`config.mk`:
```
export PLATFORM = sky130hd
export DESIGN_NAME = fifo_ptr_ctrl_flat
export DESIGN_NICKNAME = d
export VERILOG_FILES = /design/src/rtl/fifo_ptr_ctrl_if.sv /design/src/rtl/fifo_ptr_ctrl.sv /design/src/flat_wrapper.sv
export SDC_FILE = /design/constraint.sdc
export NUM_CORES = 1
export LEC_CHECK = 0
export BUFFER_PORTS_ARGS = -buffer_cell sky130_fd_sc_hd__clkbuf_2
export CAP_MARGIN = 20
export CORE_MARGIN = 2
export CORE_UTILIZATION = 53
export CTS_CLUSTER_DIAMETER = 60
export DETAILED_ROUTE_END_ITERATION = 7
export PLACE_DENSITY = 0.79
export SYNTH_ARGS = -nofsm -noshare
export SYNTH_HDL_FRONTEND = slang
export SYNTH_SLANG_ARGS = --single-unit
```
`constraint.sdc`:
```
create_clock -name CLK -period 7.3 [get_ports CLK]
set_clock_uncertainty 0.05 [all_clocks]
set_input_delay 0.365 -clock CLK [delete_from_list [all_inputs] [get_ports CLK]]
set_output_delay 0.365 -clock CLK [all_outputs]
set_load 0.1 [all_outputs]
```
`src/rtl/fifo_ptr_ctrl_if.sv`:
```
// Handshake and status bundle between a FIFO pointer controller and its user.
// The master drives requests and flushes; the slave returns pointers, enables and status.
interface fifo_ptr_ctrl_if #(
    parameter int unsigned ADDR_W = 8
);
    logic              WR_EN;
    logic              RD_EN;
    logic              CLR;
    logic              ERR_CLR;
    logic [ADDR_W:0]   WR_PTR;
    logic [ADDR_W:0]   RD_PTR;
    logic              WE;
    logic              RE;
    logic              Full;
    logic              Empty;
    logic              Almost_Full;
    logic              Almost_Empty;
    logic [ADDR_W:0]   COUNT;
    logic              OVF;
    logic              UDF;
    logic [ADDR_W:0]   HWM;

    modport master (
        output WR_EN, RD_EN, CLR, ERR_CLR,
        input  WR_PTR, RD_PTR, WE, RE, Full, Empty, Almost_Full, Almost_Empty,
               COUNT, OVF, UDF, HWM
    );

    modport slave (
        input  WR_EN, RD_EN, CLR, ERR_CLR,
        output WR_PTR, RD_PTR, WE, RE, Full, Empty, Almost_Full, Almost_Empty,
               COUNT, OVF, UDF, HWM
    );
endinterface

```
`src/rtl/fifo_ptr_ctrl.sv`:
```
// FIFO pointer/status controller: wrap-bit pointers, full/empty and almost flags,
// occupancy, sticky overflow/underflow and a high-water mark for a dual-port RAM.
module fifo_ptr_ctrl #(
    parameter int unsigned ADDR_W    = 8,
    parameter int unsigned AF_THRESH = (2**ADDR_W) - 4,
    parameter int unsigned AE_THRESH = 4
) (
    input  logic           CLK,
    input  logic           RST,
    fifo_ptr_ctrl_if.slave bus
);
    localparam int unsigned DEPTH = 2**ADDR_W;
    localparam int unsigned PW    = ADDR_W + 1;
    localparam logic [PW-1:0] AF_T = PW'(AF_THRESH);
    localparam logic [PW-1:0] AE_T = PW'(AE_THRESH);

    if (!(ADDR_W >= 2 && AE_THRESH > 0 && AE_THRESH < AF_THRESH && AF_THRESH < DEPTH)) begin : g_param_check
        $error("fifo_ptr_ctrl: illegal ADDR_W/AE_THRESH/AF_THRESH combination");
    end

    logic [PW-1:0] wr_ptr;
    logic [PW-1:0] rd_ptr;
    logic [PW-1:0] count;
    logic [PW-1:0] hwm;
    logic          ovf;
    logic          udf;
    logic          full;
    logic          empty;
    logic          we;
    logic          re;

    always_comb begin
        count = wr_ptr - rd_ptr;
        empty = (wr_ptr == rd_ptr);
        full  = (wr_ptr[ADDR_W-1:0] == rd_ptr[ADDR_W-1:0]) && (wr_ptr[ADDR_W] != rd_ptr[ADDR_W]);
        // RST gating keeps WE low while reset is held even if WR_EN is asserted
        we    = bus.WR_EN & ~full  & ~bus.CLR & RST;
        re    = bus.RD_EN & ~empty & ~bus.CLR & RST;
    end

    always_ff @(posedge CLK or negedge RST) begin
        if (!RST) begin
            wr_ptr <= '0;
            rd_ptr <= '0;
        end else if (bus.CLR) begin
            wr_ptr <= '0;
            rd_ptr <= '0;
        end else begin
            wr_ptr <= wr_ptr + {{ADDR_W{1'b0}}, we};
            rd_ptr <= rd_ptr + {{ADDR_W{1'b0}}, re};
        end
    end

    // A coincident set condition overrides ERR_CLR for the sticky flags
    always_ff @(posedge CLK or negedge RST) begin
        if (!RST) begin
            ovf <= 1'b0;
            udf <= 1'b0;
            hwm <= '0;
        end else begin
            ovf <= (ovf & ~bus.ERR_CLR) | (bus.WR_EN & full);
            udf <= (udf & ~bus.ERR_CLR) | (bus.RD_EN & empty);
            if (bus.ERR_CLR) begin
                hwm <= '0;
            end else if (count > hwm) begin
                hwm <= count;
            end
        end
    end

    assign bus.WR_PTR       = wr_ptr;
    assign bus.RD_PTR       = rd_ptr;
    assign bus.WE           = we;
    assign bus.RE           = re;
    assign bus.Full         = full;
    assign bus.Empty        = empty;
    assign bus.Almost_Full  = (count >= AF_T);
    assign bus.Almost_Empty = (count <= AE_T);
    assign bus.COUNT        = count;
    assign bus.OVF          = ovf;
    assign bus.UDF          = udf;
    assign bus.HWM          = hwm;
endmodule

```
`src/flat_wrapper.sv`:
```
// flat-port wrapper written by rule: the top's interface ports become plain ports
module fifo_ptr_ctrl_flat 
#(
    parameter int unsigned ADDR_W    = 8,
    parameter int unsigned AF_THRESH = (2**ADDR_W) - 4,
    parameter int unsigned AE_THRESH = 4
)
  (CLK, RST, bus_WR_EN, bus_RD_EN, bus_CLR, bus_ERR_CLR, bus_WR_PTR, bus_RD_PTR, bus_WE, bus_RE, bus_Full, bus_Empty, bus_Almost_Full, bus_Almost_Empty, bus_COUNT, bus_OVF, bus_UDF, bus_HWM);
  fifo_ptr_ctrl_if #(.ADDR_W(ADDR_W)) bus_i ();
  input  logic CLK;
  input  logic RST;
  input wire logic [$bits(bus_i.WR_EN)-1:0] bus_WR_EN;
  input wire logic [$bits(bus_i.RD_EN)-1:0] bus_RD_EN;
  input wire logic [$bits(bus_i.CLR)-1:0] bus_CLR;
  input wire logic [$bits(bus_i.ERR_CLR)-1:0] bus_ERR_CLR;
  output wire logic [$bits(bus_i.WR_PTR)-1:0] bus_WR_PTR;
  output wire logic [$bits(bus_i.RD_PTR)-1:0] bus_RD_PTR;
  output wire logic [$bits(bus_i.WE)-1:0] bus_WE;
  output wire logic [$bits(bus_i.RE)-1:0] bus_RE;
  output wire logic [$bits(bus_i.Full)-1:0] bus_Full;
  output wire logic [$bits(bus_i.Empty)-1:0] bus_Empty;
  output wire logic [$bits(bus_i.Almost_Full)-1:0] bus_Almost_Full;
  output wire logic [$bits(bus_i.Almost_Empty)-1:0] bus_Almost_Empty;
  output wire logic [$bits(bus_i.COUNT)-1:0] bus_COUNT;
  output wire logic [$bits(bus_i.OVF)-1:0] bus_OVF;
  output wire logic [$bits(bus_i.UDF)-1:0] bus_UDF;
  output wire logic [$bits(bus_i.HWM)-1:0] bus_HWM;
  assign bus_i.WR_EN = bus_WR_EN;
  assign bus_i.RD_EN = bus_RD_EN;
  assign bus_i.CLR = bus_CLR;
  assign bus_i.ERR_CLR = bus_ERR_CLR;
  assign bus_WR_PTR = bus_i.WR_PTR;
  assign bus_RD_PTR = bus_i.RD_PTR;
  assign bus_WE = bus_i.WE;
  assign bus_RE = bus_i.RE;
  assign bus_Full = bus_i.Full;
  assign bus_Empty = bus_i.Empty;
  assign bus_Almost_Full = bus_i.Almost_Full;
  assign bus_Almost_Empty = bus_i.Almost_Empty;
  assign bus_COUNT = bus_i.COUNT;
  assign bus_OVF = bus_i.OVF;
  assign bus_UDF = bus_i.UDF;
  assign bus_HWM = bus_i.HWM;
  fifo_ptr_ctrl #(.ADDR_W(ADDR_W), .AF_THRESH(AF_THRESH), .AE_THRESH(AE_THRESH)) u_core (.CLK(CLK), .RST(RST), .bus(bus_i));
endmodule
```
==> results.sh, run 1 <==
export IMPL_clock_sinks=29
export IMPL_dp_hpwl_um=3603
export IMPL_initial_core_util_pct=55.99
export IMPL_drtIter0Drc=117
export IMPL_tns_ns=0
export IMPL_max_stage_delay_ns=0.39
export IMPL_fmax_mhz=261.5
export IMPL_synth_xor_area_share_pct=5.833
export IMPL_worstSetupStartpointType="flip-flop"
export IMPL_synthToLayoutAreaGrowth_pct=18.82
export IMPL_die_area_mm2=0.004443
export IMPL_cts_resized=0
export IMPL_yosysWarnings=0
export IMPL_n_antenna_cell=0
export IMPL_overflow=0
export IMPL_post_cts_setup_buffers=0
export IMPL_rsz0062_at_grt="no"
export IMPL_grt_max_degree=32
export IMPL_ys_ff_latch=29
export IMPL_synth_edf_count=0
export IMPL_num_rows=22
export IMPL_coreArea_mm2=0.003716
export IMPL_hold_buffers=0
export IMPL_seq_area_frac_synth_pct=34.88
export IMPL_fin_crit_ns=3.824
export IMPL_synthAdderAreaFrac_pct=11.18
export IMPL_fin_nets=300
export IMPL_synth_async_sr_flop_share_pct=100.0
export IMPL_vias=1839
export IMPL_synth_avg_cell_area_um2=9.207
export IMPL_netlist_area_mm2=0.002081
export IMPL_grt_usage_pct=23.84
export IMPL_wirelength_um=4770
export IMPL_finalHoldViolations=0
export IMPL_htree_levels=2
export IMPL_worst_endpoint_arrival_ns=3.97
export IMPL_synth_compound_area_share_pct=20.38
export IMPL_portBuffers=49
export IMPL_postLayoutCellArea_mm2=0.002472
export IMPL_end_kind="flip-flop"
export IMPL_clkTransAtPathRegs_ns=0.07
export IMPL_seqCellArea_um2=725.7
export IMPL_setup_viol=0
export IMPL_synthCells=226
export IMPL_multi_input_area_mm2=0.001209
export IMPL_leakage_nw=1.289
export IMPL_grt_pass1_vias=1730
export IMPL_die_h_um=66.66
export IMPL_peakVddDrop_uv=136.1
export IMPL_ys_flop_type="dfrtp_1"
export IMPL_slew_headroom_pct=48.60
export IMPL_crit_fanout=13
export IMPL_antenna_found_initial=0
export IMPL_fillCellCount=321
export IMPL_post_drt_wl_per_cell_um=14.68
export IMPL_clockBufferDepth=2
export IMPL_hold_path_class="in2async"
export IMPL_criticalPathCategory="reg2reg"
export IMPL_dr_pass1_iters=4
export IMPL_synth_top_family_by_area="compound AO/OA/AOI/OAI gates"
export IMPL_die_w_um=66.66
export IMPL_final_common_cell="clkbuf_2"
export IMPL_syn_num_nets=250
export IMPL_post_drt_via_cell_ratio=5.658
export IMPL_insertion_delay_ns=0.29
export IMPL_ios=50
export IMPL_postRouteAntennaNets=0
export IMPL_slew_violations=0
export IMPL_cts_tree="done"
export IMPL_placed_area_mm2=0.002352
export IMPL_drcViolationCount=0
export IMPL_outcome="finished clean"
export IMPL_mostFrequentLayoutCells="clkbuf_2, dfrtp_1, inv_1"
export IMPL_place_congestion=0.9733
export IMPL_fin_crit_sh_pct=52.38
export IMPL_numCtsBuffers=5
export IMPL_clockRootBuffer="clkbuf_8"
export IMPL_worst_pin_slew_ns=0.7710
export IMPL_crit_required_ns=7.45
export IMPL_maxCapViolations=0
export IMPL_pwr_density_cell_mw_per_mm2=196.1
export IMPL_yosys_area_share_simple_pct=20.20
export IMPL_synth_cell_types=51
export IMPL_drive_gt1_share_pct=28.88
export IMPL_cpMaxStageDelayCell="dfrtp_1"
export IMPL_post_synth_mux_area_share_pct=0.4811
export IMPL_crit_chain="inv_1 -> ha_1 -> nor2b_1 -> o21ai_1 -> nand2b_1 -> xnor2_1 -> inv_1 -> ha_1 -> and4b_1 -> a2111oi_2 -> nor2_1 -> a211oi_2 -> o31ai_1 -> and4_4 -> o21ai_1 -> nor3b_1"
export IMPL_grt_pass1_wl_um=7914
==> report_power, final <==
| group | leakage, nW | switching, W | internal, W |
|---|---|---|---|
| clock network | 0.0574 | 0.0000681 | 0.000111 |
| logic | 0.831 | 0.000106 | 0.0000318 |
| registers | 0.401 | 0.00000345 | 0.000165 |
| total | 1.29 | 0.000177 | 0.000307 |
==> cell usage after synthesis (2+ instances only) <==
cell type / count / area share, %
and2_1: 2 / 0.60
a21o_1: 5 / 1.8
nand2b_1: 4 / 1.2
nor2_1: 17 / 3.1
nor2b_1: 6 / 1.8
nand2_1: 8 / 1.4
xnor2_1: 9 / 3.8
xor2_1: 3 / 1.3
nand4_1: 4 / 1.2
inv_1: 27 / 4.9
inv_2: 3 / 0.54
o21ai_0: 8 / 1.9
nand3_1: 7 / 1.7
nor4_1: 3 / 0.90
and3_1: 2 / 0.60
dfrtp_1: 29 / 35
a21oi_1: 9 / 2.2
ha_1: 17 / 10
or3_1: 7 / 2.1
nor4bb_1: 2 / 0.96
o21ai_1: 8 / 1.9
clkbuf_1: 3 / 0.54
o21ai_2: 5 / 2.1
nor3_1: 6 / 1.4
o41ai_2: 5 / 3.9
a211oi_2: 2 / 1.2
==> sequential cells by signal, summed over array words and instances (netlist names) <==
register           count
u_core.bus.HWM         9
u_core.bus.RD_PTR      9
u_core.bus.WR_PTR      9
u_core.bus.OVF         1
u_core.bus.UDF         1
==> worst max-delay path: cells and delay by family (launching register included) <==
family          cells  cell delay [ns]
simple gates        6             1.04
buf+inv             2             0.21
compound gates      5             1.06
fa+ha+maj           2             0.65
flops               1             0.39
xor+xnor            1             0.33
==> area by class of cell <==
| class | count | share of cell area (%) |
|---|---|---|
| multi-input cells | 161 | 48.89 |
| flip-flops and latches | 29 | 29.35 |
| repair buffers | 49 | 9.919 |
| inverters | 30 | 4.555 |
| clock buffers | 6 | 3.340 |
| well taps | 48 | 2.429 |
| clock inverters | 2 | 1.518 |
==> final timing paths <==
kind,from,end,slack (ns),cells after the start
min in group CLK,bus_WR_EN,u_core.bus.OVF,0.24,3
setup / recovery,u_core.bus.RD_PTR[1],u_core.bus.HWM[2],3.48,16
setup reg to reg,u_core.bus.RD_PTR[1],u_core.bus.HWM[2],3.48,16
hold / removal,RST,u_core.bus.HWM[6],0.09,1
max in group asynchronous,RST,u_core.bus.WR_PTR[4],6.62,1
hold reg to reg,u_core.bus.OVF,u_core.bus.OVF,0.46,2
==> routing by layer <==
metal	routed length (µm)	up-vias	GRT usage (%)
met3	224	5	5.574
met5	0	-	0
met4	59	0	8.929
met1	2153	890	29.90
met2	2333	43	39.75
li1	-	901	-
==> cell families (layout without fill, tap and decap cells) <==
kind of cell | after synthesis | count (layout)
mux | 1 | 1
xor+xnor | 13 | 13
flops | 29 | 29
fa+ha+maj | 18 | 18
simple gates | 75 | 75
compound gates | 54 | 54
buf+inv | 36 | 87
==> metrics by stage <==
| step | std cells | hold WS [ns] | utilization (%) | worst slack [ns] | power (W) |
|---|---|---|---|---|---|
| after floorplan | 226 | 0.01941 | - | 0.4731 | 0.0002895 |
| after global placement | 317 | 0.4246 | 63.30 | 3.646 | 0.0003040 |
| after detailed placement | 317 | 0.4338 | 63.30 | 3.587 | 0.0003059 |
| after CTS | 325 | 0.1206 | 66.53 | 3.512 | 0.0004852 |
| after global routing | 325 | 0.1565 | 66.53 | 3.277 | 0.0005005 |
| final | 325 | 0.08990 | 66.53 | 3.476 | 0.0004847 |
Power figures use the tool's default switching activity.
==> inputs of run 2 (changes only) <==
clock period = 3.96 ns   (was 7.3 ns; I/O delays follow)
==> run 2 against run 1 <==
Design area up 6.6%. Flip-flop and latch count is the same. Die area unchanged. Global-route usage rose by 2.0 points. Clock power is 42% higher. Largest power group is now registers. Routed wire length is 4.9% higher.
==> results.sh, run 2 (synthesis gave the netlist of run 1 again) <==
export IMPL_initial_core_util_pct=55.99
export IMPL_htree_levels=2
export IMPL_final_common_cell="clkbuf_2"
export IMPL_pwr_share_clk_pct=30.7
export IMPL_pwr_density_cell_mw_per_mm2=313.7
export IMPL_die_w_um=66.66
export IMPL_worstSetupStartpointType="flip-flop"
export IMPL_die_area_mm2=0.004443
export IMPL_grt_pass1_wl_um=8521
export IMPL_criticalPathCategory="reg2reg"
export IMPL_n_antenna_cell=0
export IMPL_wirelength_um=5003
export IMPL_dp_hpwl_um=3882
export IMPL_grt_max_degree=31
export IMPL_clkTransAtPathRegs_ns=0.06
export IMPL_drcViolationCount=0
export IMPL_drtIter0Drc=96
export IMPL_insertion_delay_ns=0.29
export IMPL_clockBufferDepth=2
export IMPL_place_congestion=0.9332
export IMPL_fin_crit_ns=3.678
export IMPL_setup_ws_ns=0.2821
export IMPL_post_place_ws_ns=0.3064
export IMPL_placed_area_mm2=0.002535
export IMPL_overflow=0
export IMPL_dr_pass1_iters=4
export IMPL_fin_nets=302
export IMPL_slew_violations=0
export IMPL_hold_path_class="in2reg"
export IMPL_crit_fanout=13
export IMPL_crit_required_ns=4.12
export IMPL_leakage_nw=1.270
export IMPL_numCtsBuffers=5
export IMPL_grt_pass1_vias=1753
export IMPL_num_rows=22
export IMPL_finalHoldViolations=0
export IMPL_ios=50
export IMPL_drive_gt1_share_pct=39.78
export IMPL_post_drt_via_cell_ratio=5.657
export IMPL_synthToLayoutAreaGrowth_pct=26.64
export IMPL_worst_pin_slew_ns=0.6339
export IMPL_portBuffers=49
export IMPL_post_drt_wl_per_cell_um=15.30
export IMPL_vias=1850
export IMPL_maxCapViolations=0
export IMPL_antenna_found_initial=0
export IMPL_coreArea_mm2=0.003716
export IMPL_cts_tree="done"
export IMPL_clockRootBuffer="clkbuf_8"
export IMPL_die_h_um=66.66
export IMPL_grt_usage_pct=25.89
export IMPL_switching_power_w=0.0003157
export IMPL_rsz0062_at_grt="no"
export IMPL_cts_resized=0
export IMPL_switching_share_pct=38.19
export IMPL_peakVddDrop_uv=223.1
export IMPL_mostFrequentLayoutCells="clkbuf_2, inv_1, nor2_1"
export IMPL_postRouteAntennaNets=0
export IMPL_fin_crit_sh_pct=92.88
export IMPL_end_kind="flip-flop"
export IMPL_seq_power_share_pct=37.6
export IMPL_clock_sinks=29
export IMPL_outcome="finished clean"
export IMPL_combPwrFrac_pct=31.7
export IMPL_worst_endpoint_arrival_ns=3.84
export IMPL_internal_power_w=0.0005110
export IMPL_setup_viol=0
export IMPL_postLayoutCellArea_mm2=0.002635
export IMPL_slew_headroom_pct=57.74
export IMPL_fmax_mhz=271.9
export IMPL_fin_util_pct=70.91
## run 2: cell type report
type / count / area [µm²]
repair buffers: 51 / 262.8
inverters: 30 / 120.1
clock buffers: 8 / 90.09
multi-input cells: 161 / 1326
fillers: 301 / 1081
flip-flops and latches: 29 / 775.7
well taps: 48 / 60.06
## run 2: timing repair
item,4_1_cts,5_1_grt
buffers inserted,0,0
hold buffers,1,0
hold endpoints to repair,29,0
## run 2: layer usage
metal | wire (µm) | track usage (%) | vias to the layer above | share of wire [%]
met5 | 0 | 0 | - | 0
met4 | 103 | 10.20 | 0 | 2.1
met3 | 238 | 6.081 | 10 | 4.8
met2 | 2390 | 41.50 | 60 | 48
met1 | 2270 | 33.65 | 871 | 45
li1 | - | - | 909 | -
## run 2: metrics by stage
step,TNS (ns),cells,power (W),hold slack [ns]
after floorplan,-1.489,226,0.0005440,-0.1476
after global placement,0,318,0.0005721,0.2614
after detailed placement,0,318,0.0005759,0.2508
after CTS,0,327,0.0008283,0.08208
after global routing,0,327,0.0008603,0.1278
final,0,327,0.0008267,0.08818
## run 2: worst paths after layout
path / startpoint / endpoint / slack (ns) / cells past startpoint
worst max-delay path: u_core.bus.RD_PTR[1] / u_core.bus.HWM[6] / 0.28 / 16
worst min-delay path: bus_WR_EN / u_core.bus.OVF / 0.09 / 3
worst max register to register: u_core.bus.RD_PTR[1] / u_core.bus.HWM[6] / 0.28 / 16
worst min register to register: u_core.bus.UDF / u_core.bus.UDF / 0.47 / 2
max in group asynchronous: RST / u_core.bus.WR_PTR[1] / 3.05 / 3
min in group asynchronous: RST / u_core.bus.HWM[3] / 0.49 / 3
## run 2: power by group through the flow
stage / registers, W / clock network, W / logic [W]
floorplan: 0.000369 / 0 / 0.000175
global placement: 0.000316 / 0 / 0.000256
detailed placement: 0.000316 / 0 / 0.000260
CTS: 0.000311 / 0.000256 / 0.000261
global route: 0.000312 / 0.000271 / 0.000278
finish: 0.000311 / 0.000254 / 0.000262
## run 2: worst max-delay path: stages (launching register included)
cell	delay [ns]
dfrtp_4	0.49
inv_2	0.10
ha_4	0.21
nor2b_1	0.14
o21ai_1	0.11
nand2b_1	0.10
xnor2_2	0.33
clkinvlp_4	0.20
ha_4	0.27
and4b_1	0.20
a2111oi_2	0.33
nor2_1	0.11
a211oi_2	0.21
o21ai_0	0.15
and4_4	0.27
nor2_1	0.13
mux2i_1	0.20
